File: src/rtl/instr_fetch.sv
// instr_fetch: PC owner and req/ack instruction fetch with retire counter and misaligned-target fault.
module instr_fetch #(
  parameter logic [31:0] RESET_PC = 32'h0000_0000
) (
  input  logic        clk,
  input  logic        rst,
  output logic        imem_req,
  output logic [31:0] imem_addr,
  input  logic        imem_ack,
  input  logic [31:0] imem_rdata,
  output logic [31:0] instr,
  output logic        instr_valid,
  input  logic        instr_ready,
  input  logic        pc_src,
  input  logic [31:0] pc_target,
  output logic [31:0] pc,
  output logic [31:0] pc_plus4,
  output logic [31:0] retired,
  output logic        fault
);
  typedef enum logic [1:0] {IDLE, FETCH, HOLD, HALT} state_t;
  state_t state, state_next;
  logic retire;
  logic misaligned;
  logic [31:0] pc_next;
  assign pc_plus4 = pc + 32'd4;
  assign imem_addr = pc;
  assign retire = state == HOLD && instr_ready;
  assign pc_next = pc_src ? pc_target : pc_plus4;
  assign misaligned = |pc_next[1:0];
  always_comb begin
    state_next = state;
    state_next = state == IDLE ? FETCH :
                 state == FETCH && imem_ack ? HOLD :
                 retire ? (misaligned ? HALT : FETCH) : state;
  end
  always_ff @(posedge clk) begin
    if (rst) begin
      state <= IDLE;
      pc <= RESET_PC;
      instr <= 32'h0000_0013;
      instr_valid <= 1'b0;
      imem_req <= 1'b0;
      retired <= 32'd0;
      fault <= 1'b0;
    end else begin
      state <= state_next;
      imem_req <= state_next == FETCH;
      if (state == FETCH && imem_ack) begin
        instr <= imem_rdata;
        instr_valid <= 1'b1;
      end
      if (retire) begin
        retired <= retired + 32'd1;
        instr_valid <= 1'b0;
        if (misaligned) fault <= 1'b1;
        else pc <= pc_next;
      end
    end
  end
endmodule

File: config.mk
export PLATFORM = sky130hd
export DESIGN_NAME = instr_fetch
export DESIGN_NICKNAME = d
export VERILOG_FILES = /design/src/rtl/instr_fetch.sv
export SDC_FILE = /design/constraint.sdc
export NUM_CORES = 1
export LEC_CHECK = 0
export ABC_AREA = 1
export ABC_CLOCK_PERIOD_IN_PS = 2150
export CAP_MARGIN = 20
export CORE_ASPECT_RATIO = 0.7
export CORE_MARGIN = 10
export CORE_UTILIZATION = 43
export DETAILED_ROUTE_END_ITERATION = 10
export PLACE_DENSITY_LB_ADDON = 0.05
export SYNTH_ARGS = -nofsm -noshare
export SYNTH_HDL_FRONTEND = slang
export SYNTH_SLANG_ARGS = --single-unit
File: constraint.sdc
create_clock -name clk -period 2.15 [get_ports clk]
set_input_delay 0.645 -clock clk [delete_from_list [all_inputs] [get_ports clk]]
set_output_delay 0.645 -clock clk [all_outputs]
set_load 0.05 [all_outputs]
### After elaboration in Yosys (flattened, before gate mapping)

Cells that the tools add are included.

| cells by class | value |
|---|---|
| $add $sub $neg | 2 |
| multiply operators | 0 |
| div/mod/pow operators | 0 |
| magnitude comparators | 0 |
| equality and inequality tests | 3 |
| shift operators | 0 |
| mux-type cells | 5 |
| bitwise gates (word level) | 1 |
| reductions and logical operators | 7 |

Operators by type and width:

| operator | count |
|---|---|
| 32-bit by 1-bit adder with 32-bit output (second input constant) | 1 |
| 32-bit by 3-bit adder with 32-bit output (second input constant) | 1 |
| 32-bit two-way mux | 1 |
| 2-bit two-way mux | 4 |
| 2-bit by 1-bit == test with 1-bit output (second input constant) | 2 |
| 2-bit AND reduction | 2 |
| 2-bit OR reduction | 2 |
| 2-bit == test (second input constant) | 1 |
| 1-bit logical AND | 2 |
| 2-bit logical NOT | 1 |
| 1-bit inverter | 1 |

| word-level totals | value |
|---|---|
| bits in registers | 101 |
| latch bits | 0 |
| bits in writable memories | 0 |
| ROM bits | 0 |
| input port bits | 69 |
| output and inout bits | 163 |
| logic and storage cells | 25 |
| memories | 0 |

### Depth between registers and ports, before layout

Gate-level depths: netlist of run 1.

| depth | value |
|---|---|
| depth in word-level cells | 8 |
| gate-level depth with buffers | 10 |
| gate-level depth less buffers | 10 |

### Worst setup path before layout of run 1

Ideal clock, no wire load.

| timing | value |
|---|---|
| kind | reg-to-output |
| from | register pc[2] (netlist: imem_addr[2]) |
| to | output pc_plus4[15] |
| arrival time | 2375 ps |
| data required time | 1505 ps |
| slack | -870 ps |
| cell stages (with the launch flop) | 6 |
| path buffers | 0 |
| cell sequence | dfxtp_1 -> inv_1 -> nor2_4 -> nand2_2 -> nor2_2 -> xor2_1 |

| between the ends | value |
|---|---|
| cells in the longest elaborated chain, start to end | 1 |

Ends and longest elaborated chain:

| element | RTL line | RTL |
|---|---|---|
| from (decl) | 16 | `output logic [31:0] pc,` |
| from (signal assigned) | 57 | `else pc <= pc_next;` |
| 32-bit by 3-bit adder with 32-bit output | 26 | `assign pc_plus4 = pc + 32'd4;` |
| to (decl) | 17 | `output logic [31:0] pc_plus4,` |

No other way between the ends.

### Worst setup path in the final report of run 1

| timing | value |
|---|---|
| from | register pc[2] (netlist: imem_addr[2]) |
| to | output pc_plus4[21] |

The elaborated chain is that of the path after synthesis.

==> results of run 1 <==
[kinds of logic after synthesis]
| family | count (synthesis) | share of synthesized area |
|---|---|---|
| simple gates | 455 | 0.345 |
| compound gates | 148 | 0.136 |
| buf+inv | 131 | 0.113 |
| flops | 101 | 0.364 |
| xor+xnor | 20 | 0.0369 |
| fa+ha+maj | 2 | 0.00450 |
[final timing paths]
kind	cells past startpoint	from	slack (ns)	to
setup reg to reg	10	imem_addr[2]$_SDFFE_PP0P_	0.46	imem_addr[14]$_SDFFE_PP0P_
setup / recovery	10	imem_addr[2]$_SDFFE_PP0P_	-0.31	pc_plus4[21]
hold / removal	2	fault$_SDFFE_PP0P_	0.45	fault$_SDFFE_PP0P_
hold reg to reg	2	fault$_SDFFE_PP0P_	0.45	fault$_SDFFE_PP0P_
[cell usage after synthesis]
master / n
nand3_2: 1
buf_2: 8
nand3b_1: 1
buf_4: 34
nand3_1: 35
buf_1: 3
nand4_2: 1
o21a_1: 2
or2_2: 1
nor3b_1: 1
nor2_1: 162
xor2_2: 4
clkbuf_1: 20
nand2_4: 2
a211oi_1: 2
ha_1: 2
nor3_1: 5
nand4_1: 8
nand2_1: 214
and2_1: 3
inv_1: 63
a31oi_1: 2
nor2_2: 9
o21ai_1: 4
nor2_4: 8
a21oi_1: 74
clkinv_1: 1
xnor2_1: 1
dfxtp_1: 101
nor4_1: 1
o21ai_0: 62
inv_2: 2
xor2_1: 15
o31ai_1: 1
nand2_2: 3
o21bai_1: 1
[what timing repair did]
action,4_1_cts,5_1_grt
buffers inserted,13,11
resized for setup,55,32
pin swaps,22,26
setup endpoints to repair,28,32
[state kept, by name (all words and copies together) (netlist names)]
signal       cells
state            2
instr_valid      1
imem_req         1
instr           32
retired         32
fault            1
imem_addr       32
[critical path: stages, from the launching register on]
cell,delay [ns]
dfxtp_4,0.35
buf_6,0.09
clkinvlp_4,0.09
nor2_4,0.17
nand2_4,0.12
nor2_4,0.14
buf_12,0.14
nand2_2,0.06
nand2_2,0.09
nand2_4,0.07
buf_12,0.15
[per-layer routing]
| metal | track usage | routed length, um | vias to the layer above | part of all wire |
|---|---|---|---|---|
| met5 | 0 | 0 | - | 0 |
| li1 | - | - | 3195 | - |
| met1 | 0.280 | 8900 | 2878 | 0.43 |
| met3 | 0.104 | 2520 | 22 | 0.12 |
| met2 | 0.343 | 9110 | 278 | 0.44 |
| met4 | 0.0571 | 355 | 0 | 0.017 |
[power breakdown]
part | total, mW | internal [mW] | switching (mW)
Clock | 1.68 | 0.921 | 0.763
Sequential | 1.99 | 1.94 | 0.0541
Combinational | 1.05 | 0.404 | 0.644
Total | 4.72 | 3.26 | 1.46
[final cells by class]
type / instances / area share
multi-input cells: 625 / 0.374
clock inverters: 7 / 0.00832
inverters: 66 / 0.0272
repair buffers: 312 / 0.322
well taps: 162 / 0.0217
clock buffers: 9 / 0.0241
flip-flops and latches: 101 / 0.222
==> impl_metrics.yaml, run 1 <==
global_routing:
  grt_pass1_wl_um: 32500
  grt_max_degree: 50
  antenna_found_initial: 0
  overflow: 0
  grt_pass1_vias: 6122
  grt_use_total: 0.224
routing:
  route.detailed.drc: 0
  drtIter0Drc: 401
  vias: 6373
  ant_nets: 0
  wl_per_cell_um: 16.3
  dr.pass1.iters: 5
  via_per_inst: 4.97
  wirelength_um: 20900
sta:
  rsz0062_at_grt: "yes"
  setup_slack_ns: -0.311
  tightest_slew_ns: 0.521
  fmax_mhz: 406
  hold_viol_final: 0
  final.period_utilization: 1.14
  min_period_ns: 2.46
  setup_tns_ns: -6.74
  fin_skew_ns: 0.00783
  slew_viol_final: 0
  slew_headroom: 0.652
  setup_violations: 27
  hold_ws_ns: 0.454
floorplanning:
  core_area_um2: 12500
  start_util: 0.443
  ios: 232
  fp.dieH_um: 115
  design.die.area_um2: 17900
  die_w_um: 156
  num_rows: 34
clock_tree:
  cts_tree: "yes"
  ctsHoldBuffers: 0
  clk_pin_slew_worst_paths_ns: 0.07
  ctsLongestPathBuffers: 2
  cts_num_sinks: 101
  cts_max_level: 3
  insertion_delay_ns: 0.34
  cts_buffers: 9
  cts_root_buf: "clkbuf_16"
finish:
  fin_util: 0.743
  multiInputGateArea_um2: 3490
  fin_area_um2: 9330
  nets: 1186
  seq_area_um2: 2070
  final_common_cell: "buf_4"
  fin_cells: 1282
  layout_common_cells: "buf_4 (196), nand2_1 (180), nor2_1 (152)"
  antenna_cells: 0
  area_delta_synth_final_pct: 67.8
  drive_gt1_frac: 0.344
  n_fill_cell: 1010
setup_path:
  cp.required_ns: 1.50
  startpoint_type: "register"
  critPathMaxFanout: 5
  cp_data_arrival_time_ns: 1.82
  cp-end-kind: "primary output"
  critical_path_class: "register to primary output"
synth:
  syn-cell-area_um2: 5560
  synth_seq_cells: 101
  yosysTopAreaCell: "dfxtp_1"
  synthTopCellsByArea: "dfxtp_1 (36%), nand2_1 (14%), nor2_1 (11%), a21oi_1 (6.7%), o21ai_0 (5.6%)"
  avgSynthCellArea_um2: 6.49
  synthesis.nets: 928
  synth.distinct_cells: 36
  netlist.area_leader.share: 0.364
  netlist_instances: 857
  ys_seq_area_frac: 0.364
  yosysWarnings: 0
pwr:
  design_power_total_mw: 4.72
  p_per_area_nw_per_um2: 507
  ir_drop_mv: 0.423
  p_leak_nw: 3.87
placement:
  pre_cts_slack_ns: -0.110
  dp_cells: 1249
  placed_cell_area_um2: 8520
  dpl.hpwl_um: 15900
  gp_congestion: 0.913
  port_buffers: 231
status:
  failed_checks: "setup timing"
  status: "finished, violations left"
worst_hold_path:
  holdCritPathClass: "register to register"
job:
  drv_cap: 0
(Power assumes the default switching activity.)
==> inputs of run 2 (changes only) <==
Settings changed: CAP_MARGIN 20 to unset, CORE_MARGIN 10 to unset.
==> run 2 against run 1 <==
- the flow still finishes with violations (setup timing)
- wire length shrank 7.9%
- critical path depth fell by 2
- die area fell by 25%
- largest power group unchanged
==> impl_metrics.yaml, run 2 (synthesized netlist as in run 1, its figures left out) <==
sta:
  fin_skew_ns: 0.00966
  final.period_utilization: 1.15
  tightest_slew_ns: 0.507
  min_period_ns: 2.47
  setup_violations: 28
  hold_ws_ns: 0.457
  hold_viol_final: 0
  slew_viol_final: 0
  rsz0062_at_grt: "yes"
  fmax_mhz: 404
  setup_slack_ns: -0.323
  slew_headroom: 0.663
pwr:
  p_per_area_nw_per_um2: 505
  p_leak_nw: 3.92
  ir_drop_mv: 0.551
setup_path:
  cp-endpoint: "pc_plus4[17]"
  cp-startpoint: "imem_addr[2]$_SDFFE_PP0P_"
  cp.required_ns: 1.50
  startpoint_type: "register"
  critPathMaxFanout: 5
  critical_path_class: "register to primary output"
  crit_path_max_incr_delay_ns: 0.37
  cp-end-kind: "primary output"
  cp_data_arrival_time_ns: 1.83
  cp_num_cells: 8
  rr_startpoint: "imem_addr[2]$_SDFFE_PP0P_"
  rrSetupSlack_ns: 0.42
  r2r_cells: 11
  cp_cell_sequence: "buf_6, clkinvlp_4, nor2_4, nand2_4, nor2_4, buf_6, xor2_4, buf_12"
  cp_num_buf_inv: 4
  reg2reg_to: "imem_addr[11]$_SDFFE_PP0P_"
  slowest_stage: "dfxtp_4"
  cp_top_family: "buffers and inverters"
floorplanning:
  start_util: 0.444
  ios: 232
  core_area_um2: 12500
  design.die.area_um2: 13400
  die_w_um: 138
  num_rows: 34
  fp.dieH_um: 97.1
clock_tree:
  insertion_delay_ns: 0.35
  clk_pin_slew_worst_paths_ns: 0.08
  ctsHoldBuffers: 0
  ctsLongestPathBuffers: 2
  cts_buffers: 9
  cts_max_level: 3
  cts_tree: "yes"
  cts_num_sinks: 101
  cts_root_buf: "clkbuf_16"
global_routing:
  antenna_found_initial: 0
  grt_pass1_vias: 6100
  grt_use_total: 0.290
  grt_pass1_wl_um: 30600
  grt_max_degree: 52
  overflow: 0
routing:
  top_layer_used: "met4"
  wl_met2_um: 8660
  vias: 6540
  wl_met3_um: 1740
  via_per_inst: 5.05
  ant_nets: 0
  drtIter0Drc: 487
  dr.pass1.iters: 5
  wirelength_um: 19300
  wl_per_cell_um: 14.9
  wl_met1_um: 8580
  route.detailed.drc: 0
finish:
  drive_gt1_frac: 0.347
  n_fill_cell: 986
  final_common_cell: "buf_4"
  layout_common_cells: "buf_4 (197), nand2_1 (176), nor2_1 (149)"
  fin_cells: 1294
  antenna_cells: 0
  area_delta_synth_final_pct: 69.9
  nets: 1198
placement:
  dpl.hpwl_um: 13900
  dp_cells: 1248
  port_buffers: 231
  gp_congestion: 0.884
job:
  drv_cap: 0
status:
  status: "finished, violations left"
  failed_checks: "setup timing"
worst_hold_path:
  holdCritPathClass: "register to register"
==> run 2: cell types whose count changed in the layout (fill, tap and decap cells not counted), moves of 4 or more <==
| cell | before | now |
|---|---|---|
| nand2_1 | 180 | 176 |
| nand2_2 | 19 | 24 |
| nand3_2 | 8 | 12 |
| dlygate4sd2_1 | 0 | 12 |
| dfxtp_4 | 7 | 18 |
| dfxtp_2 | 19 | 8 |
==> run 2: metal layers <==
layer,up-vias,global-route usage
li1,3248,-
met1,2992,0.401
met2,279,0.445
met3,21,0.0730
met4,0,0.0769
met5,-,0
==> run 2: area by class of cell <==
type	instances	area [um^2]	share of cell area
repair buffers	324	3080	0.327
well taps	162	203	0.0215
flip-flops and latches	101	2100	0.222
multi-input cells	625	3480	0.369
inverters	66	254	0.0269
clock inverters	7	93.8	0.00994
clock buffers	9	225	0.0239
==> run 2: worst min-delay path by stage <==
stage,endpoint,slack [ns],from,cells past startpoint
floorplan,state[0]$_SDFF_PP0_,0.52,state[0]$_SDFF_PP0_,2
global placement,fault$_SDFFE_PP0P_,0.45,fault$_SDFFE_PP0P_,2
detailed placement,fault$_SDFFE_PP0P_,0.45,fault$_SDFFE_PP0P_,2
CTS,fault$_SDFFE_PP0P_,0.46,fault$_SDFFE_PP0P_,2
global route,fault$_SDFFE_PP0P_,0.50,fault$_SDFFE_PP0P_,2
finish,fault$_SDFFE_PP0P_,0.46,fault$_SDFFE_PP0P_,2
==> run 2: timing repair <==
item | CTS | global route
cloned | 0 | 0
endpoints found under the setup margin | 40 | 30
resized for setup | 78 | 35
setup buffers | 19 | 14
hold endpoints to repair | 0 | 0
pin swaps | 27 | 29
==> run 2: report_power, final <==
group	internal, mW	total, mW	switching, mW
Sequential	1.93	1.98	0.0516
Clock	0.850	1.73	0.878
Combinational	0.411	1.06	0.646
==> run 2: through the flow <==
stage	worst slack (ns)	power, mW	cell area, um^2	TNS, ns	util
after floorplan	-0.175	2.64	5890	-1.87	-
after detailed placement	-0.165	3.07	8540	-4.11	0.683
after global routing	-0.399	4.95	9440	-8.64	0.755
after global placement	-0.0994	3.07	8540	-2.24	0.683
after CTS	-0.343	4.78	9230	-6.54	0.738
final	-0.323	4.76	9440	-6.65	0.755
==> run 2: worst min-delay path: cells and delay by family, from the launching register on <==
kind | cells | cell delay [ns]
buf+inv | 1 | 0.05
compound gates | 1 | 0.05
flops | 1 | 0.32
==> inputs of run 3 (changes only) <==
Settings changed: SLEW_MARGIN set to 20.
==> results of run 3 <==
No change in the layout: final DEF, timing and power equal those of run 2.
